[config.mk]
export PLATFORM = sky130hd
export DESIGN_NAME = uart_rx_os
export DESIGN_NICKNAME = d
export VERILOG_FILES = /design/src/rtl/uart_pkg.sv /design/src/rtl/uart_baud_tick.sv /design/src/rtl/uart_rx_os.sv
export SDC_FILE = /design/constraint.sdc
export NUM_CORES = 1
export LEC_CHECK = 0
export BUFFER_PORTS_ARGS = -buffer_cell sky130_fd_sc_hd__buf_2
export CAP_MARGIN = 20
export CORE_MARGIN = 2
export CORE_UTILIZATION = 60
export DETAILED_ROUTE_END_ITERATION = 10
export PLACE_DENSITY = 0.79
export SYNTH_ARGS = -nofsm -noshare
export SYNTH_HDL_FRONTEND = slang
export SYNTH_SLANG_ARGS = --single-unit
[constraint.sdc]
create_clock -name clk -period 4.6 [get_ports clk]
set_clock_uncertainty 0.15 [all_clocks]
set_input_delay 0.46 -clock clk [delete_from_list [all_inputs] [get_ports clk]]
set_output_delay 0.46 -clock clk [all_outputs]
set_load 0.05 [all_outputs]
[src/rtl/uart_pkg.sv]
// uart_pkg: shared UART definitions.
//   uart_rx_state_t : receiver FSM state encoding
//   uart_div()      : oversampling tick divider, rounded to nearest, minimum 1
//   UART_DATA_BITS  : payload bits per frame
package uart_pkg;

  localparam int unsigned UART_DATA_BITS = 8;

  typedef enum logic [2:0] {
    UART_RX_IDLE      = 3'd0,
    UART_RX_START     = 3'd1,
    UART_RX_DATA      = 3'd2,
    UART_RX_STOP      = 3'd3,
    UART_RX_WAIT_HIGH = 3'd4
  } uart_rx_state_t;

  // Clocks per oversampling tick: round(clk_freq / (baud * os)), at least 1.
  function automatic int unsigned uart_div(input int unsigned clk_freq,
                                           input int unsigned baud,
                                           input int unsigned os);
    int unsigned den;
    int unsigned q;
    den = baud * os;
    q   = (clk_freq + den / 2) / den;
    return (q < 1) ? 1 : q;
  endfunction

endpackage

[src/rtl/uart_baud_tick.sv]
// uart_baud_tick: free-running divider producing a one-clk tick every DIV clks.
//   clk     in  system clock
//   rst     in  async active-high reset
//   restart in  synchronous restart: counter returns to 0, next tick DIV clks later
//   tick    out one-clk pulse, asserted while the counter holds DIV-1
module uart_baud_tick #(
  parameter int unsigned DIV = 78
) (
  input  logic clk,
  input  logic rst,
  input  logic restart,
  output logic tick
);

  localparam int unsigned CW = (DIV > 1) ? $clog2(DIV) : 1;
  localparam logic [CW-1:0] LAST = CW'(DIV - 1);

  logic [CW-1:0] cnt;

  assign tick = (cnt == LAST);

  always_ff @(posedge clk or posedge rst) begin
    if (rst) begin
      cnt <= '0;
    end else if (restart || tick) begin
      cnt <= '0;
    end else begin
      cnt <= cnt + 1'b1;
    end
  end

endmodule

[src/rtl/uart_rx_os.sv]
// uart_rx_os: 16x (OVERSAMPLE) oversampling UART receiver, 8N1, LSB first.
//   clk          in  system clock
//   rst          in  async active-high reset
//   rx           in  serial line, idle high, asynchronous to clk
//   rx_ready     out one-clk strobe, rx_data valid (held until next byte)
//   rx_data      out last correctly framed byte
//   rx_idle      out level: line high for >= IDLE_BITS bit periods with FSM idle
//   rx_eop       out one-clk strobe on rx_idle rising if a byte arrived since last eop
//   rx_frame_err out one-clk strobe when the stop bit samples low
// Build option: define UART_RX_MAJORITY_EN to take each bit as the 2-of-3 majority
// of the samples at sub-bits OVERSAMPLE/2-1, OVERSAMPLE/2, OVERSAMPLE/2+1
// (decision one tick later); otherwise a single sample at sub-bit OVERSAMPLE/2.
module uart_rx_os
  import uart_pkg::*;
#(
  parameter int unsigned CLK_FREQ   = 12_000_000,
  parameter int unsigned BAUD       = 9_600,
  parameter int unsigned OVERSAMPLE = 16,
  parameter int unsigned IDLE_BITS  = 20
) (
  input  logic                      clk,
  input  logic                      rst,
  input  logic                      rx,
  output logic                      rx_ready,
  output logic [UART_DATA_BITS-1:0] rx_data,
  output logic                      rx_idle,
  output logic                      rx_eop,
  output logic                      rx_frame_err
);

  localparam int unsigned DIV = uart_div(CLK_FREQ, BAUD, OVERSAMPLE);
  localparam int unsigned SW  = $clog2(OVERSAMPLE);
  localparam int unsigned BW  = $clog2(UART_DATA_BITS);
  localparam int unsigned IDLE_MAX = IDLE_BITS * OVERSAMPLE;
  localparam int unsigned IW  = $clog2(IDLE_MAX + 1);

  localparam logic [SW-1:0] SUB_LAST = SW'(OVERSAMPLE - 1);
  localparam logic [BW-1:0] BIT_LAST = BW'(UART_DATA_BITS - 1);
  localparam logic [IW-1:0] IDLE_SAT = IW'(IDLE_MAX);

  localparam logic [2:0] S_IDLE      = 3'(UART_RX_IDLE);
  localparam logic [2:0] S_START     = 3'(UART_RX_START);
  localparam logic [2:0] S_DATA      = 3'(UART_RX_DATA);
  localparam logic [2:0] S_STOP      = 3'(UART_RX_STOP);
  localparam logic [2:0] S_WAIT_HIGH = 3'(UART_RX_WAIT_HIGH);

  // The sub-bit counter holds the number of ticks since the start edge (mod
  // OVERSAMPLE); a tick seen while it holds N-1 is the tick of sub-bit N.
`ifdef UART_RX_MAJORITY_EN
  localparam logic [SW-1:0] SUB_EARLY  = SW'(OVERSAMPLE / 2 - 2);
  localparam logic [SW-1:0] SUB_CENTER = SW'(OVERSAMPLE / 2 - 1);
  localparam logic [SW-1:0] SUB_DECIDE = SW'(OVERSAMPLE / 2);
`else
  localparam logic [SW-1:0] SUB_DECIDE = SW'(OVERSAMPLE / 2 - 1);
`endif

  logic                      rx_meta, rx_s, rx_prev;
  logic [2:0]                state;
  logic [SW-1:0]             sub;
  logic [BW-1:0]             bit_idx;
  logic [UART_DATA_BITS-1:0] shift;
  logic [IW-1:0]             idle_cnt;
  logic                      byte_seen;
  logic                      tick;
  logic                      start_edge;
  logic                      decide;
  logic                      bit_val;

  // Only IDLE looks for a start edge, so an edge coinciding with the stop
  // sample (FSM still in STOP) is ignored.
  assign start_edge = (state == S_IDLE) && rx_prev && !rx_s;
  assign decide     = tick && (sub == SUB_DECIDE);
  assign rx_idle    = (idle_cnt == IDLE_SAT);

`ifdef UART_RX_MAJORITY_EN
  logic [1:0] smp;
  assign bit_val = (smp[0] & smp[1]) | (smp[0] & rx_s) | (smp[1] & rx_s);

  always_ff @(posedge clk or posedge rst) begin
    if (rst) begin
      smp <= 2'b11;
    end else if (tick) begin
      if (sub == SUB_EARLY)  smp[0] <= rx_s;
      if (sub == SUB_CENTER) smp[1] <= rx_s;
    end
  end
`else
  assign bit_val = rx_s;
`endif

  uart_baud_tick #(.DIV(DIV)) u_tick (
    .clk     (clk),
    .rst     (rst),
    .restart (start_edge),
    .tick    (tick)
  );

  // Synchronizer and edge-detect history reset to the idle (high) level so
  // reset release never looks like a start edge.
  // NOTE: sequential state uses non-blocking (<=) so every flop samples the
  // pre-edge values; blocking here would collapse the synchronizer chain.
  always_ff @(posedge clk or posedge rst) begin
    if (rst) begin
      rx_meta <= 1'b1;
      rx_s    <= 1'b1;
      rx_prev <= 1'b1;
    end else begin
      rx_meta <= rx;
      rx_s    <= rx_meta;
      rx_prev <= rx_s;
    end
  end

  always_ff @(posedge clk or posedge rst) begin
    if (rst) begin
      state        <= S_IDLE;
      sub          <= '0;
      bit_idx      <= '0;
      shift        <= '0;
      idle_cnt     <= IDLE_SAT;
      byte_seen    <= 1'b0;
      rx_data      <= '0;
      rx_ready     <= 1'b0;
      rx_eop       <= 1'b0;
      rx_frame_err <= 1'b0;
    end else begin
      rx_ready     <= 1'b0;
      rx_eop       <= 1'b0;
      rx_frame_err <= 1'b0;

      if (tick) sub <= (sub == SUB_LAST) ? '0 : sub + 1'b1;

      case (state)
        S_IDLE: begin
          if (start_edge) begin
            state    <= S_START;
            sub      <= '0;
            idle_cnt <= '0;
          end else if (!rx_s) begin
            idle_cnt <= '0;
          end else if (tick && idle_cnt != IDLE_SAT) begin
            idle_cnt <= idle_cnt + 1'b1;
            // rx_idle rises next cycle; eop is registered to coincide with it.
            if (idle_cnt == IDLE_SAT - 1'b1) begin
              rx_eop    <= byte_seen;
              byte_seen <= 1'b0;
            end
          end
        end
        S_START: begin
          if (decide) begin
            if (bit_val) begin
              state <= S_IDLE;       // glitch: line back high at mid start bit
            end else begin
              state   <= S_DATA;
              bit_idx <= '0;
            end
          end
        end
        S_DATA: begin
          if (decide) begin
            shift <= {bit_val, shift[UART_DATA_BITS-1:1]};
            if (bit_idx == BIT_LAST) state <= S_STOP;
            else                     bit_idx <= bit_idx + 1'b1;
          end
        end
        S_STOP: begin
          if (decide) begin
            if (bit_val) begin
              rx_data   <= shift;
              rx_ready  <= 1'b1;
              byte_seen <= 1'b1;
              state     <= S_IDLE;
            end else begin
              rx_frame_err <= 1'b1;
              state        <= S_WAIT_HIGH;
            end
          end
        end
        S_WAIT_HIGH: begin
          // A held-low line (break) must return high before a new start counts.
          if (rx_s) state <= S_IDLE;
        end
        default: state <= S_IDLE;
      endcase
    end
  end

endmodule
==> results of run 1 <==
-- cell type report --
cell class	count	area, um2
Tap cell	48	60.1
Inverter	7	26.3
Multi-Input combinational cell	147	1060
Timing Repair Buffer	16	100
Clock inverter	3	43.8
Sequential cell	49	1230
Clock buffer	5	68.8
Fill cell	269	1120
-- worst max-delay path by stage --
stage	start	end
floorplan	u_tick.cnt[1]	bit_idx[0]
global placement	u_tick.cnt[1]	shift[3]
detailed placement	u_tick.cnt[1]	shift[2]
CTS	u_tick.cnt[1]	shift[7]
global route	u_tick.cnt[1]	idle_cnt[3]
finish	u_tick.cnt[1]	shift[2]
-- cell usage after synthesis, types with 4 or more instances --
cell type  count
mux2_2        16
ha_1           7
xor2_1         4
a21oi_1        4
nand3_1        9
nor2_1        17
clkbuf_1       6
nor3_1        11
inv_1          7
nor4_1         4
nand2_1       17
dfrtp_1       44
nand4_1        5
dfstp_2        5
-- cells in the final DEF, fill, tap and decap left out, drive strengths merged, types with 5 or more instances in the layout --
cell and instances:
nand2 18, ha 7, nor2 17, buf 15, clkbuf 5, inv 8
dfrtp 44, dfstp 5, nor4 5, nand4 6, nor3 12, mux2 17
nand3 9
-- flip-flops by register name (all words and copies together), names as in the netlist --
register      count
idle_cnt          9
rx_data           8
shift             8
u_tick.cnt        7
sub               4
bit_idx           3
state             3
bit_val           1
byte_seen         1
rx_eop            1
rx_frame_err      1
rx_meta           1
rx_prev           1
rx_ready          1
-- cell families (layout without fill, tap and decap cells) --
group                    Yosys count  in the layout  share of synthesized area
XOR/XNOR                           6              6                     0.0223
AND/OR/NAND/NOR                   91             91                      0.224
buffers and inverters             16             31                     0.0271
multiplexers                      18             18                     0.0871
adder cells (fa/ha/maj)            7              7                     0.0372
flip-flops                        49             49                      0.523
AO/OA/AOI/OAI                     25             25                     0.0791
-- power by group --
group	switching (mW)	internal, mW	total [mW]
registers	0.0423	0.471	0.513
logic	0.0875	0.0601	0.148
clock network	0.138	0.163	0.301
-- worst register-to-register path, delay by kind of cell, from the launching register on --
| family | cells | cell delay (ns) |
|---|---|---|
| adder cells (fa/ha/maj) | 1 | 0.15 |
| buffers and inverters | 1 | 0.06 |
| flip-flops | 1 | 0.40 |
| multiplexers | 1 | 0.41 |
| AND/OR/NAND/NOR | 2 | 1.19 |
-- metrics by stage --
step                instances   util  hold WS, ns  area, um2
finish                    275  0.697        0.113       2590
global route              275  0.697       0.0918       2590
CTS                       273  0.689        0.108       2560
detailed placement        265  0.659        0.205       2450
global placement          265  0.659        0.198       2450
floorplan                 212      -        0.195       2360
-- layer usage --
metal / global-route usage / share of wire / vias to the layer above / routed length (um)
li1: - / - / 801 / -
met1: 0.322 / 0.46 / 819 / 1980
met2: 0.350 / 0.50 / 54 / 2150
met3: 0.0422 / 0.043 / 2 / 187
met4: 0.0459 / 0.0044 / 0 / 19
met5: 0 / 0 / - / 0
==> results.toml, run 1 <==
[run_status]
outcome = "complete, no violations"

[setup_path]
crit_path_max_incr_delay_ns = 0.74
worstRegToRegCells = 5
critical_path_required_ns = 4.63
cp_data_arrival_time_ns = 2.50
critical_path_buf_inv_count = 1
setup.worst_path.class = "register to register"
rrSetupSlack_ns = 2.13
critical_path.cell_chain = "inv_1, ha_1, nand4bb_1, nor4_4, mux2_2"
critical_path.slowest_cell = "nor4_4"
path_max_fanout = 9
worstSetupEndpointType = "register"
worst_path_dominant_cell_family = "simple AND/OR/NAND/NOR gates"
r2r_end = "shift[2]"
critical_path_depth = 5
critical_path.startpoint_type = "register"
worstReg2RegStart = "u_tick.cnt[1]"

[sta]
slew_viol_final = 0
fin_ws_ns = 2.13
fmaxAchievable_ghz = 0.406
setup_viol = 0
final.setup.tns_ns = 0
max_slew_margin = 0.462
timing_hold_violations_final = 0
tightest_slew_ns = 0.801
rsz0062_at_grt = "false"
period_minus_slack_ns = 2.47
final_min_period_over_clock_period = 0.536

[synthesis]
yosys.area.top_type = "dfrtp_1"
yosysTopAreaCellShare = 0.467
synth_flop_cell = "dfrtp_1"
synth_enable_flop_cells = 0
synth.avg_cell_area_um2 = 11.1
synth.lib_cells_used.distinct = 51
synth.cell_area_um2 = 2360
synth_top_cells_by_area = "dfrtp_1 47%, mux2_2 7.6%, dfstp_2 5.6%"
ys_ff_latch = 49
synth_seq_area_share = 0.523
synth.net_count = 222
asyncSetResetFlopFracSynth = 1.00
synth_warn = 0
count_of_mapped_cells_out_of_synthesis = 212

[floorplanning]
fp-row-count = 22
die-area_um2 = 4440
core_area_um2 = 3720
die_h_um = 66.7
dieWidth_um = 66.7
boundaryPins = 15
start_util = 0.634

[clocking]
postCtsSetupBuffers = 0
clock_tree.htree_level_count = 2
cts-root-buf = "clkbuf_8"
clockBufferDepth = 2
clk-insertion-delay-late_ns = 0.29
clk_pin_slew_ns = 0.09
post_cts_hold_buffer_count = 0
cts_made_buffers = 5
clock_sinks = 49
cts_resized = 0
cts_tree = "done"

[cells_and_area]
post_route_cells_drive_above_1_share = 0.233
antenna_cells_inserted = 0
area_growth_syn_to_layout_pct = 9.98
final_net_count = 236

[pwr]
ir_drop_uv = 327
p_leak_nw = 1.24
design_power_total_mw = 0.962
power_per_cell_area_nw_per_um2 = 371

[route]
number_of_vias_after_detailed_routing = 1676
wire_per_inst_um = 15.8
dr.first_iter.drc_count = 193
antenna_violating_nets_post_route = 0
wl_final_mm = 4.34
drtPass1Iterations = 5
drc = 0
average_vias_per_placed_instance = 6.09

[place]
place.port_buffers = 14
detailedPlacementHpwl_mm = 2.91
dp_worst_setup_slack_ns = 2.18
globalplace.congestion = 0.855

[flow_run]
drv_cap = 0

[global_routing]
via_count_of_the_first_global_routing_pass = 1588
antenna_violations_before_repair = 0
gr-usage-all-layers = 0.222
grt_max_degree = 50
wire_length_of_the_first_global_routing_pass_mm = 7.57
total_congestion_overflow = 0

[worst_hold_path]
holdCritPathClass = "input pin to register"
hold_path_end = "rx_meta"
hold_depth = 1
holdCritStartpoint = "rx"
Power figures use the tool's default switching activity.
==> run 2, diff against run 1 <==
CORE_UTILIZATION = 54   (was 60)
PLACE_DENSITY = 0.75   (was 0.79)
clock period = 2 ns   (was 4.6 ns; I/O delays follow)
==> run 2 against run 1 <==
Effect of this change: non-clock buffer count is 27 higher; register-to-register slack worse by 2.1 ns; clock-buffer cell count stayed put; sequential share of layout area is 4.4 points lower; critical path depth is 1 higher; flip-flop and latch count stayed put; wire length is 7.8% higher; setup slack worse by 2.1 ns; clock power is 100% higher; die area is 10% higher; largest power group unchanged.
==> results.toml, run 2 (synthesis gave the netlist of run 1 again) <==
[setup_path]
worstSetupEndpointType = "register"
critical_path.startpoint_type = "register"
worstRegToRegCells = 6
worstReg2RegStart = "u_tick.cnt[1]"
setup.worst_path.class = "register to register"
critical_path_required_ns = 2.05
path_max_fanout = 3
rrSetupSlack_ns = 0.005
cp_data_arrival_time_ns = 2.04
r2r_end = "bit_idx[0]"

[cells_and_area]
area_growth_syn_to_layout_pct = 21.1
largest_register_ff_count = 9
layout_commonest_cell = "dfrtp_1"
antenna_cells_inserted = 0
post-route-cell-area_um2 = 2850
fillCellCount = 331
layout.cells.most_common_list = "44 x dfrtp_1, 28 x buf_4, 17 x nand2_1, 17 x nor2_1, 16 x mux2_2"
post_route_cells_drive_above_1_share = 0.345
final_net_count = 264
top_regs = "idle_cnt: 9 flops, rx_data: 8 flops, shift: 8 flops"
top_register = "idle_cnt"
finalCoreUtilization = 0.669

[floorplanning]
die-area_um2 = 4910
die_h_um = 70.1
fp-row-count = 24
start_util = 0.553
boundaryPins = 15
core_area_um2 = 4260
dieWidth_um = 70.1

[route]
antenna_violating_nets_post_route = 0
wl_final_mm = 4.68
drc = 0
drtPass1Iterations = 4
dr.first_iter.drc_count = 128
number_of_vias_after_detailed_routing = 1771
wire_per_inst_um = 15.2
average_vias_per_placed_instance = 5.77

[flow_run]
drv_cap = 0

[clocking]
clock_tree.htree_level_count = 2
clock_sinks = 49
cts-root-buf = "clkbuf_8"
clk-insertion-delay-late_ns = 0.31
cts_made_buffers = 5
clockBufferDepth = 2
clk_pin_slew_ns = 0.10
cts_tree = "done"

[global_routing]
wire_length_of_the_first_global_routing_pass_mm = 7.58
grt.busiest_layer = "met2"
grtUsageMet3 = 0.0505
grt_util_met1 = 0.254
antenna_violations_before_repair = 0
global_route.usage.met2 = 0.310
gr-usage-all-layers = 0.193
grt_max_degree = 50
via_count_of_the_first_global_routing_pass = 1715
total_congestion_overflow = 0

[worst_hold_path]
hold_depth = 0
hold_path_end = "bit_val"
holdCritPathClass = "register to register"
holdCritStartpoint = "rx_meta"

[run_status]
outcome = "complete, no violations"

[sta]
fmaxAchievable_ghz = 0.501
timing_hold_violations_final = 0
tightest_slew_ns = 0.609
slew_viol_final = 0
max_slew_margin = 0.594
rsz0062_at_grt = "true"
period_minus_slack_ns = 2.00
final_min_period_over_clock_period = 0.998
setup_viol = 0

[place]
globalplace.congestion = 0.886
place.port_buffers = 14
placed_cell_area_um2 = 2630
detailedPlacementHpwl_mm = 3.08

[pwr]
ir_drop_uv = 626
p_leak_nw = 1.34
power_per_cell_area_nw_per_um2 = 780
## run 2: cell count changes in the layout (fill, tap and decap cells not counted), moves of 2 or more
cell / delta
nor4_2: +3
nor4_1: -3
ha_1: -2
buf_4: +28
## run 2: worst max-delay path: stages (launching register included)
cell and delay [ns]:
dfrtp_1 0.39, inv_1 0.06, ha_1 0.16, and4bb_2 0.26
nand2_2 0.08, or4_4 0.53, mux2_4 0.27
## run 2: worst max path at each step
stage	cells past startpoint	start	to	slack, ns
after global routing	9	u_tick.cnt[1]	idle_cnt[1]	-0.07
after detailed placement	6	bit_idx[0]	bit_idx[0]	-0.04
after CTS	6	u_tick.cnt[1]	bit_idx[0]	0.02
after global placement	7	u_tick.cnt[1]	rx_data[4]	-0.002
final	6	u_tick.cnt[1]	bit_idx[0]	0.005
after floorplan	6	u_tick.cnt[1]	bit_idx[0]	0.04
## run 2: layer usage
layer | up-vias | wire, um
li1 | 861 | -
met1 | 871 | 2170
met2 | 29 | 2250
met3 | 10 | 161
met4 | 0 | 93
met5 | - | 0
## run 2: area by class of cell
cell class / instances / area (um2) / share of cell area
inverter: 7 / 26.3 / 0.00921
tap: 52 / 65.1 / 0.0228
timing repair buffer: 43 / 295 / 0.103
clock inverter: 3 / 25.0 / 0.00877
clock buffer: 5 / 68.8 / 0.0241
sequential: 49 / 1230 / 0.432
multi-input combinational: 148 / 1140 / 0.400
## run 2: what timing repair did
action	in CTS	in global routing
hold buffers	2	0
setup endpoints to repair	12	20
gates cloned	0	1
gates resized for setup	4	9
hold endpoints to repair	45	0
pin swaps	0	5
setup buffers	1	3
## run 2: power by group
part | switching, mW | total [mW] | leakage [nW] | internal (mW)
logic | 0.234 | 0.447 | 0.653 | 0.213
registers | 0.0827 | 1.17 | 0.646 | 1.08
clock network | 0.358 | 0.613 | 0.0452 | 0.255
total | 0.674 | 2.23 | 1.34 | 1.55
## run 2: per-stage QoR
step | TNS, ns | worst slack [ns] | hold WS (ns) | instances | power, mW
3_3_place_gp | -0.00183 | -0.00177 | 0.155 | 292 | 1.58
4_1_cts | 0 | 0.0182 | 0.207 | 303 | 2.22
3_5_place_dp | -0.321 | -0.0426 | 0.160 | 292 | 1.60
5_1_grt | -0.294 | -0.0664 | 0.210 | 307 | 2.35
2_1_floorplan | 0 | 0.0373 | 0.0545 | 212 | 1.44
6_report | 0 | 0.00474 | 0.207 | 307 | 2.23
